--- src/rtl/regfile_dump.sv ---
// Sequential read-out engine: walks register-file addresses 0..LAST_ADDR and
// streams each captured value with its index over a valid/ready interface.
module regfile_dump #(
  parameter int unsigned LAST_ADDR = 31
) (
  input  logic        clk,
  input  logic        reset,
  input  logic        start,
  input  logic        skip_zero,
  output logic [4:0]  rf_a,
  input  logic [31:0] rf_rd,
  output logic        dump_valid,
  input  logic        dump_ready,
  output logic [4:0]  dump_addr,
  output logic [31:0] dump_data,
  output logic        busy,
  output logic        done
);

  localparam logic [4:0] LAST = 5'(LAST_ADDR);

  typedef enum logic [1:0] {
    IDLE = 2'd0,
    READ = 2'd1,
    HOLD = 2'd2,
    DONE = 2'd3
  } state_t;

  state_t      state_q, state_d;
  logic [4:0]  addr_q, addr_d;
  logic        skip_q, skip_d;
  logic [31:0] data_q, data_d;
  logic [4:0]  daddr_q, daddr_d;

  always_ff @(posedge clk) begin
    if (reset) begin
      state_q <= IDLE;
      addr_q  <= '0;
      skip_q  <= 1'b0;
      data_q  <= '0;
      daddr_q <= '0;
    end else begin
      state_q <= state_d;
      addr_q  <= addr_d;
      skip_q  <= skip_d;
      data_q  <= data_d;
      daddr_q <= daddr_d;
    end
  end

  always_comb begin
    state_d = state_q;
    addr_d  = addr_q;
    skip_d  = skip_q;
    data_d  = data_q;
    daddr_d = daddr_q;
    unique case (state_q)
      IDLE: begin
        if (start) begin
          addr_d  = '0;
          skip_d  = skip_zero;
          state_d = READ;
        end
      end
      READ: begin
        data_d  = rf_rd;
        daddr_d = addr_q;
        if (!skip_q || (rf_rd != 32'd0)) begin
          state_d = HOLD;
        end else if (addr_q == LAST) begin
          state_d = DONE;
        end else begin
          addr_d = addr_q + 5'd1;
        end
      end
      HOLD: begin
        // The LAST compare precedes any increment, so addr never wraps.
        if (dump_ready) begin
          if (addr_q == LAST) begin
            state_d = DONE;
          end else begin
            addr_d  = addr_q + 5'd1;
            state_d = READ;
          end
        end
      end
      DONE: begin
        addr_d  = '0;
        state_d = IDLE;
      end
      default: state_d = IDLE;
    endcase
  end

  assign rf_a       = addr_q;
  assign dump_addr  = daddr_q;
  assign dump_data  = data_q;
  assign dump_valid = (state_q == HOLD);
  assign busy       = (state_q != IDLE);
  assign done       = (state_q == DONE);

endmodule
--- config.mk ---
export PLATFORM = sky130hd
export DESIGN_NAME = regfile_dump
export DESIGN_NICKNAME = d
export VERILOG_FILES = /design/src/rtl/regfile_dump.sv
export SDC_FILE = /design/constraint.sdc
export NUM_CORES = 1
export LEC_CHECK = 0
export ABC_AREA = 1
export BUFFER_PORTS_ARGS = -buffer_cell sky130_fd_sc_hd__buf_2
export CAP_MARGIN = 20
export CORE_MARGIN = 5
export CORE_UTILIZATION = 50
export CTS_CLUSTER_DIAMETER = 120
export CTS_CLUSTER_SIZE = 28
export DETAILED_ROUTE_END_ITERATION = 10
export GPL_TIMING_DRIVEN = 0
export PLACE_DENSITY = 0.92
export SYNTH_ARGS = -nofsm -noshare
export SYNTH_HDL_FRONTEND = slang
export SYNTH_SLANG_ARGS = --single-unit
--- constraint.sdc ---
create_clock -name clk -period 4.4 [get_ports clk]
set_input_delay 0.66 -clock clk [delete_from_list [all_inputs] [get_ports clk]]
set_output_delay 0.66 -clock clk [all_outputs]
set_load 0.01 [all_outputs]
After elaboration in Yosys (flattened, before gate mapping)
Cells that the tools add are included.

Register bits: 45. Bits of input ports: 37. Logic and storage cells: 33.

Add/subtract/negate cells: 1. Equal/unequal tests: 8. Multiplexer cells: 11. Reduce and logical (&&, ||, !) cells: 8.

Operators with widths (number): 32-bit nonzero test (1); 5-bit two-way mux (4); 5-bit one-hot mux with 4 select lines (1); 2-bit two-way mux (5); 2-bit one-hot mux with 4 select lines (1); 3-bit AND reduction (2); 5-bit by 1-bit adder with 5-bit output, second input constant (1); 5-bit == test, second input constant (1); 2-bit == test, second input constant (2); 2-bit != test, second input constant (2); 3-bit != test, second input constant (1); 2-bit by 1-bit == test with 1-bit output, second input constant (1); 2-bit zero test (1); 2-bit by 1-bit != test with 1-bit output, second input constant (1); 2-bit AND reduction (1); 2-bit nonzero test (1); 1-bit zero test (1); 1-bit logical OR (1).

Depth between registers and ports, before layout
Gate-level depths: netlist of the first run.

Depth after elaboration: 4. Mapped depth: 10. Mapped depth without buffers: 10.

Worst setup path after synthesis of the first run
OpenSTA, ideal clock, no wires.

Path type: register to register. Start point: register addr_q[0] (netlist: rf_a[0]). End point: register addr_q[1] (netlist: rf_a[1]). Arrival time: 1476 ps. Path slack: 2811 ps. Cell stages (with the launch flop): 10. Period minus slack after synthesis: 1589 ps. Cells stage by stage: dfxtp_1 > ha_1 > nand2_1 > nor2_1 > ha_1 > a21oi_1 > a21boi_4 > nand2_1 > nand2_1 > nor2_1.

Longest elaborated chain between the ends: 4. Elaborated cells on any way between the ends: 6. Classes of those cells: add/sub (1); eq/ne (1); mux (4).

RTL lines: from (decl) (RTL line 30) `logic [4:0] addr_q, addr_d;`; from (signal assigned) (RTL line 44) `addr_q <= addr_d;`; 5-bit by 1-bit adder with 5-bit output or 5-bit == test (tied branches); 5-bit two-way mux * (RTL line 70, 79); 5-bit two-way mux (on tied branches) (RTL line 78, 68); 5-bit one-hot mux with 4 select lines * (RTL line 57) `unique case (state_q)`.

Every way passes the cells marked *; elsewhere a longest branch is shown, timed or not. The select of a mux whose other input is x is not followed. A chain may end at the register's enable or synchronous reset.

Worst setup path in the final report of the first run
Start point: register state_q[0]. End point: output port busy.

Longest elaborated chain between the ends: 1.

RTL lines: from (decl) (RTL line 29) `state_t state_q, state_d;`; from (signal assigned) (RTL line 43) `state_q <= state_d;`; 2-bit nonzero test (RTL line 99) `assign busy = (state_q != IDLE);`; to (decl) (RTL line 16) `output logic busy,`.

No other way between the ends.

==> qor.txt, run 1 <==
max-cap viol count: 0
Worst-Margin Slew: 0.4350 ns
Tmin final: 1.942 ns
flop2flop setup slack: 2.65 ns
synthesized area per cell: 7.213 um2
Pre-Repair DR Iteration Count: 4
post-DP HPWL: 3531 um
port buffer count: 81
Setup violations, final: 0
WHS: 0.4763 ns
critical path capture point type: output port
Fin. Hold Viols: 0
Area growth syn-to-layout: 30.29%
Core Area: 3689 um2
final net count: 396
die area: 5143 um2
Post-Synthesis Cells: 264
WP data arrival: 1.28 ns
Pint: 0.0008155 W
Routed WL: 4530 um
period utilisation layout: 0.4413
Cell Rows: 22
Antenna Cells: 0
DP Cell Count: 393
CP Launch Type: flip-flop
final setup TNS: 0 ns
CTS root buf: clkbuf_8
Mapped Area: 1904 um2
post-CTS setup buffers: 0
RSZ-0062 raised after global routing: no
max incr delay on CP: 0.42 ns
Slew Viols, Final: 0
WS Path Type: reg2out
CP Max Fanout: 5
initial antenna violation count: 0
GRT Total Usage: 0.1743
CP top delay family: flip-flops
NetSw: 0.0004233 W
largest net degree at the start of global routing: 15
clock latency reported for the late side of the worst-skew pair: 0.29 ns
power share of the clock group: 0.248
cts hold-fix bufs: 0
syn_nets: 308
Slew headroom: 0.7100
total grt overflow: 0
share of cells above drive strength 1: 0.2663
CP max stage cell: dfxtp_1
total clock sinks: 45
sequential power share: 0.441
switching share of power: 0.3417
status: complete, no violations
CP Buf/Inv Count: 3
Logic pwr share: 0.311
Die Ht: 71.72 um
crit-path cells: inv_1 > ha_1 > inv_1 > buf_2
Clock Skew: 0.006977 ns
Hold Path Class: reg2reg
clk slew on worst S/H paths: 0.08 ns
CTS buffer count: 5
Yosys reg bits: 45
CTS resizes: 0
most used cell, CP: inv_1
post-route insts no fill: 401
Ports: 82
RD Place Congestion: 0.8376
drc violations: 0
leakage: 1.279 nW
Avg WL per Cell: 11.30 um
Syn. warnings: 0
via count: 1945
final antenna-violating net count: 0
initial core utilization: 0.5163
depth of the CTS H-tree: 2
Max Fclk: 515.0 MHz
drt via density: 4.850
die width: 71.72 um
Req. time, crit path: 3.74 ns
Clock Tree Buf Depth: 2
sequential-to-total area share from yosys stat: 0.4731
CTS tree: built
Yosys cell types: 19
Detailed Route Iter0 Violations: 119
first-pass GRT wire length: 7369 um
vias in the first global route: 1705
Max VDD drop: 0.2694 mV
Cell Pwr Density: 499.3 nW/um2
[cells in the final DEF (no fill, tap or decap)]
cell type,Yosys,layout
o21ai_1,2,2
bufinv_16,0,1
clkinv_4,0,1
nor2_4,1,1
nand2_2,1,1
nand2_1,28,28
a21boi_4,1,1
o22ai_1,1,1
inv_1,17,17
nor2_1,83,83
buf_1,2,2
o21ai_0,39,39
buf_2,2,83
clkbuf_8,0,5
nand3_1,8,8
a21oi_1,16,16
ha_1,7,7
clkbuf_1,7,8
nand4_1,2,2
o21bai_1,1,1
dfxtp_1,45,45
inv_2,1,1
[state kept, by name, indices dropped and copies added (netlist names)]
register and count:
dump_data 32, dump_addr 5, rf_a 5, state_q 2, skip_q 1
[cells in the mapped netlist]
cell,count,area share
buf_1,2,0.0039
nand3_1,8,0.021
clkbuf_1,7,0.014
o21ai_0,39,0.10
o21ai_1,2,0.0053
nand2_1,28,0.055
a21boi_4,1,0.0099
nand2_2,1,0.0033
buf_2,2,0.0053
o21bai_1,1,0.0039
nor2_1,83,0.16
inv_2,1,0.0020
nand4_1,2,0.0066
ha_1,7,0.046
o22ai_1,1,0.0033
a21oi_1,16,0.042
inv_1,17,0.034
dfxtp_1,45,0.47
nor2_4,1,0.0059
[power by group through the flow]
stage	clock network (W)	registers [W]	logic, W
3_5_place_dp	0	0.000555	0.000387
6_report	0.000307	0.000546	0.000386
4_1_cts	0.000311	0.000546	0.000389
2_1_floorplan	0	0.000590	0.000196
5_1_grt	0.000328	0.000561	0.000437
3_3_place_gp	0	0.000553	0.000377
[path summary, 6_finish.rpt]
path                            startpoint  endpoint  cells after the start
worst max-delay path            state_q[0]      busy                      4
worst min-delay path                skip_q    skip_q                      2
worst max register to register  state_q[0]   rf_a[4]                      9
worst min register to register      skip_q    skip_q                      2
[worst reg2reg max path, stage by stage, from the launching register on]
cell      delay, ns
dfxtp_1        0.42
inv_1          0.12
ha_1           0.25
inv_1          0.08
o22ai_1        0.10
a21oi_1        0.22
a21boi_4       0.29
nand2_1        0.08
nand2_1        0.06
nor2_1         0.04
[stage by stage]
step	util	setup slack [ns]	power, W	area [um2]
final	0.6727	2.458	0.001239	2481
after global routing	0.6727	2.344	0.001326	2481
after CTS	0.6727	2.446	0.001247	2481
after detailed placement	0.6425	2.550	0.0009420	2370
after global placement	0.6425	2.567	0.0009301	2370
after floorplan	-	2.811	0.0007856	1904
[final cells by class]
cell class                      instances  area [um2]
Clock inverter                          2       38.79
Tap cell                               48       60.06
Clock buffer                            6       72.57
Timing Repair Buffer                   81       405.4
Multi-Input combinational cell        190       892.1
Inverter                               18       67.56
Sequential cell                        45       900.9
Fill cell                             331        1207
Buffer                                 11       43.79
[metal layers]
| metal | share of wire | vias up | wire (um) | global-route usage |
|---|---|---|---|---|
| met5 | 0 | - | 0 | 0 |
| met4 | 0.0049 | 0 | 22 | 0.05010 |
| met3 | 0.072 | 2 | 327 | 0.03366 |
| met2 | 0.49 | 59 | 2201 | 0.3031 |
| met1 | 0.44 | 863 | 1979 | 0.2180 |
| li1 | - | 1021 | - | - |
[cell families (layout without fill, tap and decap cells)]
kind of cell / after synthesis / after routing / share of synthesized area
buffers and inverters: 29 / 118 / 0.05848
and+or+nand+nor: 123 / 123 / 0.2556
adders and majority gates: 7 / 7 / 0.04599
DFF: 45 / 45 / 0.4731
AOI/OAI and AO/OA: 60 / 60 / 0.1669
(Power assumes the default switching activity.)
==> inputs of run 2 (changes only) <==
Settings changed: CORE_UTILIZATION 50 to 42, PLACE_DENSITY 0.92 to 0.84.
Clock period 4.4 ns to 1.65 ns, I/O delays scaled along.
==> qor.txt, run 2 (same netlist as run 1, synthesis figures left out) <==
depth of the CTS H-tree: 2
Avg WL per Cell: 12.25 um
CP max stage cell: dfxtp_4
max-cap viol count: 0
via count: 1998
period utilisation layout: 0.9475
Max Fclk: 639.7 MHz
Req. time, crit path: 1.83 ns
Ports: 82
Clock Skew: 0.007381 ns
largest net degree at the start of global routing: 14
Pint: 0.002295 W
CTS tree: built
sequential power share: 0.424
area of the multi-input gates: 944.7 um2
CP Launch Type: flip-flop
Worst-Margin Slew: 0.4077 ns
Tmin final: 1.563 ns
drt via density: 4.873
status: complete, no violations
Post-Route Utilization: 0.5919
Detailed Route Iter0 Violations: 80
crit-path cells: ha_4 > nand2_1 > nor2_1 > ha_2 > a21oi_2 > a21boi_4 > nand2_1 > nand2_1 > nor2_2
hold endpoint: state_q[0]
FF-to-FF End: rf_a[1]
most used cell, CP: nand2_1
Max VDD drop: 0.5629 mV
Die Ht: 77.34 um
drc violations: 0
WS Path Type: reg2reg
max incr delay on CP: 0.37 ns
post-DP HPWL: 3687 um
die width: 77.34 um
first-pass GRT wire length: 8079 um
clk slew on worst S/H paths: 0.08 ns
Logic pwr share: 0.331
final antenna-violating net count: 0
CTS buffer count: 5
port buffer count: 81
initial core utilization: 0.4344
total grt overflow: 0
RSZ-0062 raised after global routing: yes
critical path capture point type: flip-flop
Routed WL: 5021 um
final setup TNS: 0 ns
hold depth: 2
power share of the clock group: 0.245
Slew headroom: 0.7282
final net count: 401
Slew Viols, Final: 0
NetSw: 0.001171 W
Final Power: 0.003466 W
switching share of power: 0.3378
Antenna Cells: 0
die area: 5981 um2
vias in the first global route: 1807
CTS root buf: clkbuf_8
Pre-Repair DR Iteration Count: 4
Hold Path Class: in2reg
most frequent cells in the layout: 84 x buf_2, 82 x nor2_1, 41 x dfxtp_1
Core Area: 4384 um2
Cell Pwr Density: 1336 nW/um2
CP Max Fanout: 6
share of cells above drive strength 1: 0.3156
Area growth syn-to-layout: 36.27%
commonest non-fill, non-tap cell in the layout: buf_2
Fin. Hold Viols: 0
Cell Rows: 24
total clock sinks: 45
clock latency reported for the late side of the worst-skew pair: 0.29 ns
RD Place Congestion: 0.8104
Crit Reg-Reg Startpoint: rf_a[0]
Setup violations, final: 0
R2R depth: 9
hold_sp: reset
max FFs per register: 32
GRT Total Usage: 0.1619
leakage: 1.311 nW
FILL cells: 419
initial antenna violation count: 0
flop2flop setup slack: 0.09 ns
register area: 913.4 um2
Clock Tree Buf Depth: 2
WP data arrival: 1.75 ns
-- run 2: cell types whose count changed in the layout (fill, tap and decap cells not counted), sizes merged --
cell	previous run	this run
buf	85	90
clkinv	1	0
clkbuf	13	14
-- run 2: worst max path at each step --
| stage | to | slack (ns) | cells past startpoint | start |
|---|---|---|---|---|
| floorplan | rf_a[1] | 0.06 | 9 | rf_a[0] |
| global placement | dump_data[28] | -0.03 | 6 | state_q[1] |
| detailed placement | rf_a[1] | -0.06 | 7 | state_q[0] |
| CTS | rf_a[4] | 0.02 | 9 | rf_a[0] |
| global route | rf_a[1] | -0.05 | 9 | rf_a[0] |
| finish | rf_a[1] | 0.09 | 9 | rf_a[0] |
-- run 2: power by group through the flow --
stage,combinational [W],sequential (W),clock (W)
after floorplan,0.000522,0.00157,0
after global placement,0.00101,0.00147,0
after detailed placement,0.00104,0.00148,0
after CTS,0.00108,0.00146,0.000869
after global routing,0.00130,0.00150,0.000930
final,0.00115,0.00147,0.000849
-- run 2: repair_timing --
item / CTS / global route
resized for setup: 6 / 13
setup buffers: 0 / 5
pin swaps: 0 / 2
setup endpoints to repair: 15 / 37
hold buffers: 0 / 0
-- run 2: area by class of cell --
| cell class | instances | share of cell area |
|---|---|---|
| multi-input cells | 190 | 0.3640 |
| flip-flops and latches | 45 | 0.3520 |
| repair buffers | 86 | 0.1707 |
| clock buffers | 7 | 0.03327 |
| inverters | 18 | 0.02604 |
| well taps | 52 | 0.02507 |
| plain buffers | 11 | 0.01736 |
| clock inverters | 1 | 0.01157 |
-- run 2: routing by layer --
metal | GRT usage | vias up | wire (um)
met5 | 0 | - | 0
met4 | 0.05842 | 0 | 50
met3 | 0.05440 | 4 | 338
met2 | 0.2576 | 55 | 2396
met1 | 0.2042 | 907 | 2236
li1 | - | 1032 | -
-- run 2: worst max-delay path: cells and delay by family (launching register included) --
kind | cells | cell delay (ns)
and+or+nand+nor | 5 | 0.29
adders and majority gates | 2 | 0.34
AOI/OAI and AO/OA | 2 | 0.46
DFF | 1 | 0.37
-- run 2: metrics by stage --
step | instances | hold WS (ns) | area (um2) | setup WS [ns]
after CTS | 405 | 0.1655 | 2514 | 0.01525
after detailed placement | 397 | 0.4647 | 2375 | -0.05744
after floorplan | 264 | 0.3166 | 1904 | 0.06070
final | 410 | 0.1705 | 2595 | 0.08666
after global routing | 410 | 0.1527 | 2595 | -0.04872
after global placement | 397 | 0.4540 | 2375 | -0.02926
==> inputs of run 3 (changes only) <==
Settings changed: CORE_ASPECT_RATIO set to 1.75.
==> qor.txt, run 3 (same netlist as run 1, synthesis figures left out) <==
drc violations: 0
Slew Viols, Final: 0
Finished Cell Area: 2534 um2
initial core utilization: 0.4324
hold depth: 2
Post-Route Utilization: 0.5753
flop2flop setup slack: 0.09 ns
die width: 60.90 um
critical path capture point type: flip-flop
Pre-Repair DR Iteration Count: 4
most frequent cells in the layout: 84 x buf_2, 83 x nor2_1, 41 x dfxtp_1
max incr delay on CP: 0.37 ns
post-DP HPWL: 3971 um
Slew headroom: 0.7666
Setup violations, final: 0
CTS buffer count: 5
hold_sp: reset
drt via density: 4.845
share of cells above drive strength 1: 0.3014
Area growth syn-to-layout: 33.05%
Cell Pwr Density: 1339 nW/um2
Tmin final: 1.561 ns
first-pass GRT wire length: 8086 um
clk slew on worst S/H paths: 0.09 ns
max-cap viol count: 0
Routed WL: 4966 um
Clock Skew: 0.006120 ns
Req. time, crit path: 1.84 ns
total grt overflow: 0
Cell Rows: 32
Crit Reg-Reg Startpoint: rf_a[0]
clock latency reported for the late side of the worst-skew pair: 0.29 ns
vias in the first global route: 1898
Ports: 82
RD Place Congestion: 0.8441
placed cell area: 2374 um2
Antenna Cells: 0
Clock Tree Buf Depth: 2
R2R depth: 9
hold endpoint: state_q[1]
most used cell, CP: nand2_1
final setup TNS: 0 ns
CP Buf/Inv Count: 0
CTS tree: built
final net count: 398
Core Area: 4404 um2
largest net degree at the start of global routing: 14
Max VDD drop: 0.7731 mV
commonest non-fill, non-tap cell in the layout: buf_2
GRT Total Usage: 0.1721
Die Ht: 99.08 um
CP max stage cell: dfxtp_4
Avg WL per Cell: 12.23 um
WS Path Type: reg2reg
max FFs per register: 32
period utilisation layout: 0.9460
total clock sinks: 45
status: complete, no violations
FF-to-FF End: rf_a[1]
port buffer count: 81
die area: 6034 um2
WP data arrival: 1.75 ns
crit-path cells: ha_2 > nand2_1 > nor2_1 > ha_2 > a21oi_2 > a21boi_4 > nand2_1 > nand2_1 > nor2_1
depth of the CTS H-tree: 2
via count: 1967
leakage: 1.291 nW
CTS root buf: clkbuf_8
Worst-Margin Slew: 0.3501 ns
Hold Path Class: in2reg
origin of the worst setup path: rf_a[0]
DP Cell Count: 396
post-route insts no fill: 406
Max Fclk: 640.7 MHz
Fin. Hold Viols: 0
CP top delay family: compound AO/OA/AOI/OAI gates
initial antenna violation count: 0
CP Launch Type: flip-flop
Detailed Route Iter0 Violations: 87
CP Max Fanout: 6
final antenna-violating net count: 0
run 3: cell type report:
| type | count | area, um2 |
|---|---|---|
| inverters | 18 | 67.56 |
| multi-input cells | 190 | 905.9 |
| clock inverters | 1 | 30.03 |
| flip-flops and latches | 45 | 913.4 |
| fillers | 444 | 1871 |
| repair buffers | 83 | 420.4 |
| clock buffers | 7 | 86.33 |
| well taps | 51 | 63.81 |
| plain buffers | 11 | 46.29 |
run 3: where the power goes:
group          internal, W  switching [W]  total, W
Sequential         0.00133       0.000141   0.00147
Combinational     0.000430       0.000639   0.00107
Clock             0.000494       0.000360  0.000854
run 3: timing repair:
| action | in CTS | in global routing |
|---|---|---|
| setup buffers | 1 | 1 |
| setup endpoints to repair | 24 | 24 |
| cloned | 0 | 0 |
| hold buffers | 0 | 0 |
| gates resized for setup | 5 | 9 |
| pin swaps | 1 | 0 |
run 3: metrics by stage:
| step | hold WS [ns] | setup WS (ns) | total power (W) |
|---|---|---|---|
| after global placement | 0.4513 | -0.07520 | 0.002496 |
| after global routing | 0.1792 | -0.005982 | 0.003626 |
| after detailed placement | 0.4607 | -0.1171 | 0.002533 |
| after CTS | 0.1726 | -0.003450 | 0.003399 |
| after floorplan | 0.3166 | 0.06070 | 0.002095 |
| final | 0.1747 | 0.08911 | 0.003392 |
run 3: routing by layer:
layer  global-route usage  vias to the layer above  routed length [um]  share of wire
met4              0.06678                        0                  75          0.015
li1                     -                     1025                   -              -
met2               0.3265                       51                2793           0.56
met3              0.03539                        6                 295          0.059
met5                    0                        -                   0              0
met1               0.1706                      885                1802           0.36
run 3: worst reg2reg max path: stages, from the launching register on:
cell,delay [ns]
dfxtp_4,0.37
ha_2,0.19
nand2_1,0.07
nor2_1,0.04
ha_2,0.19
a21oi_2,0.16
a21boi_4,0.26
nand2_1,0.08
nand2_1,0.06
nor2_1,0.04
run 3: how the worst max path moves through the flow:
stage | end | slack, ns | depth (start not counted)
after floorplan | rf_a[1] | 0.06 | 9
after global placement | rf_a[1] | -0.08 | 9
after detailed placement | rf_a[1] | -0.12 | 9
after CTS | rf_a[1] | -0.003 | 9
after global routing | rf_a[3] | -0.006 | 9
final | rf_a[1] | 0.09 | 9
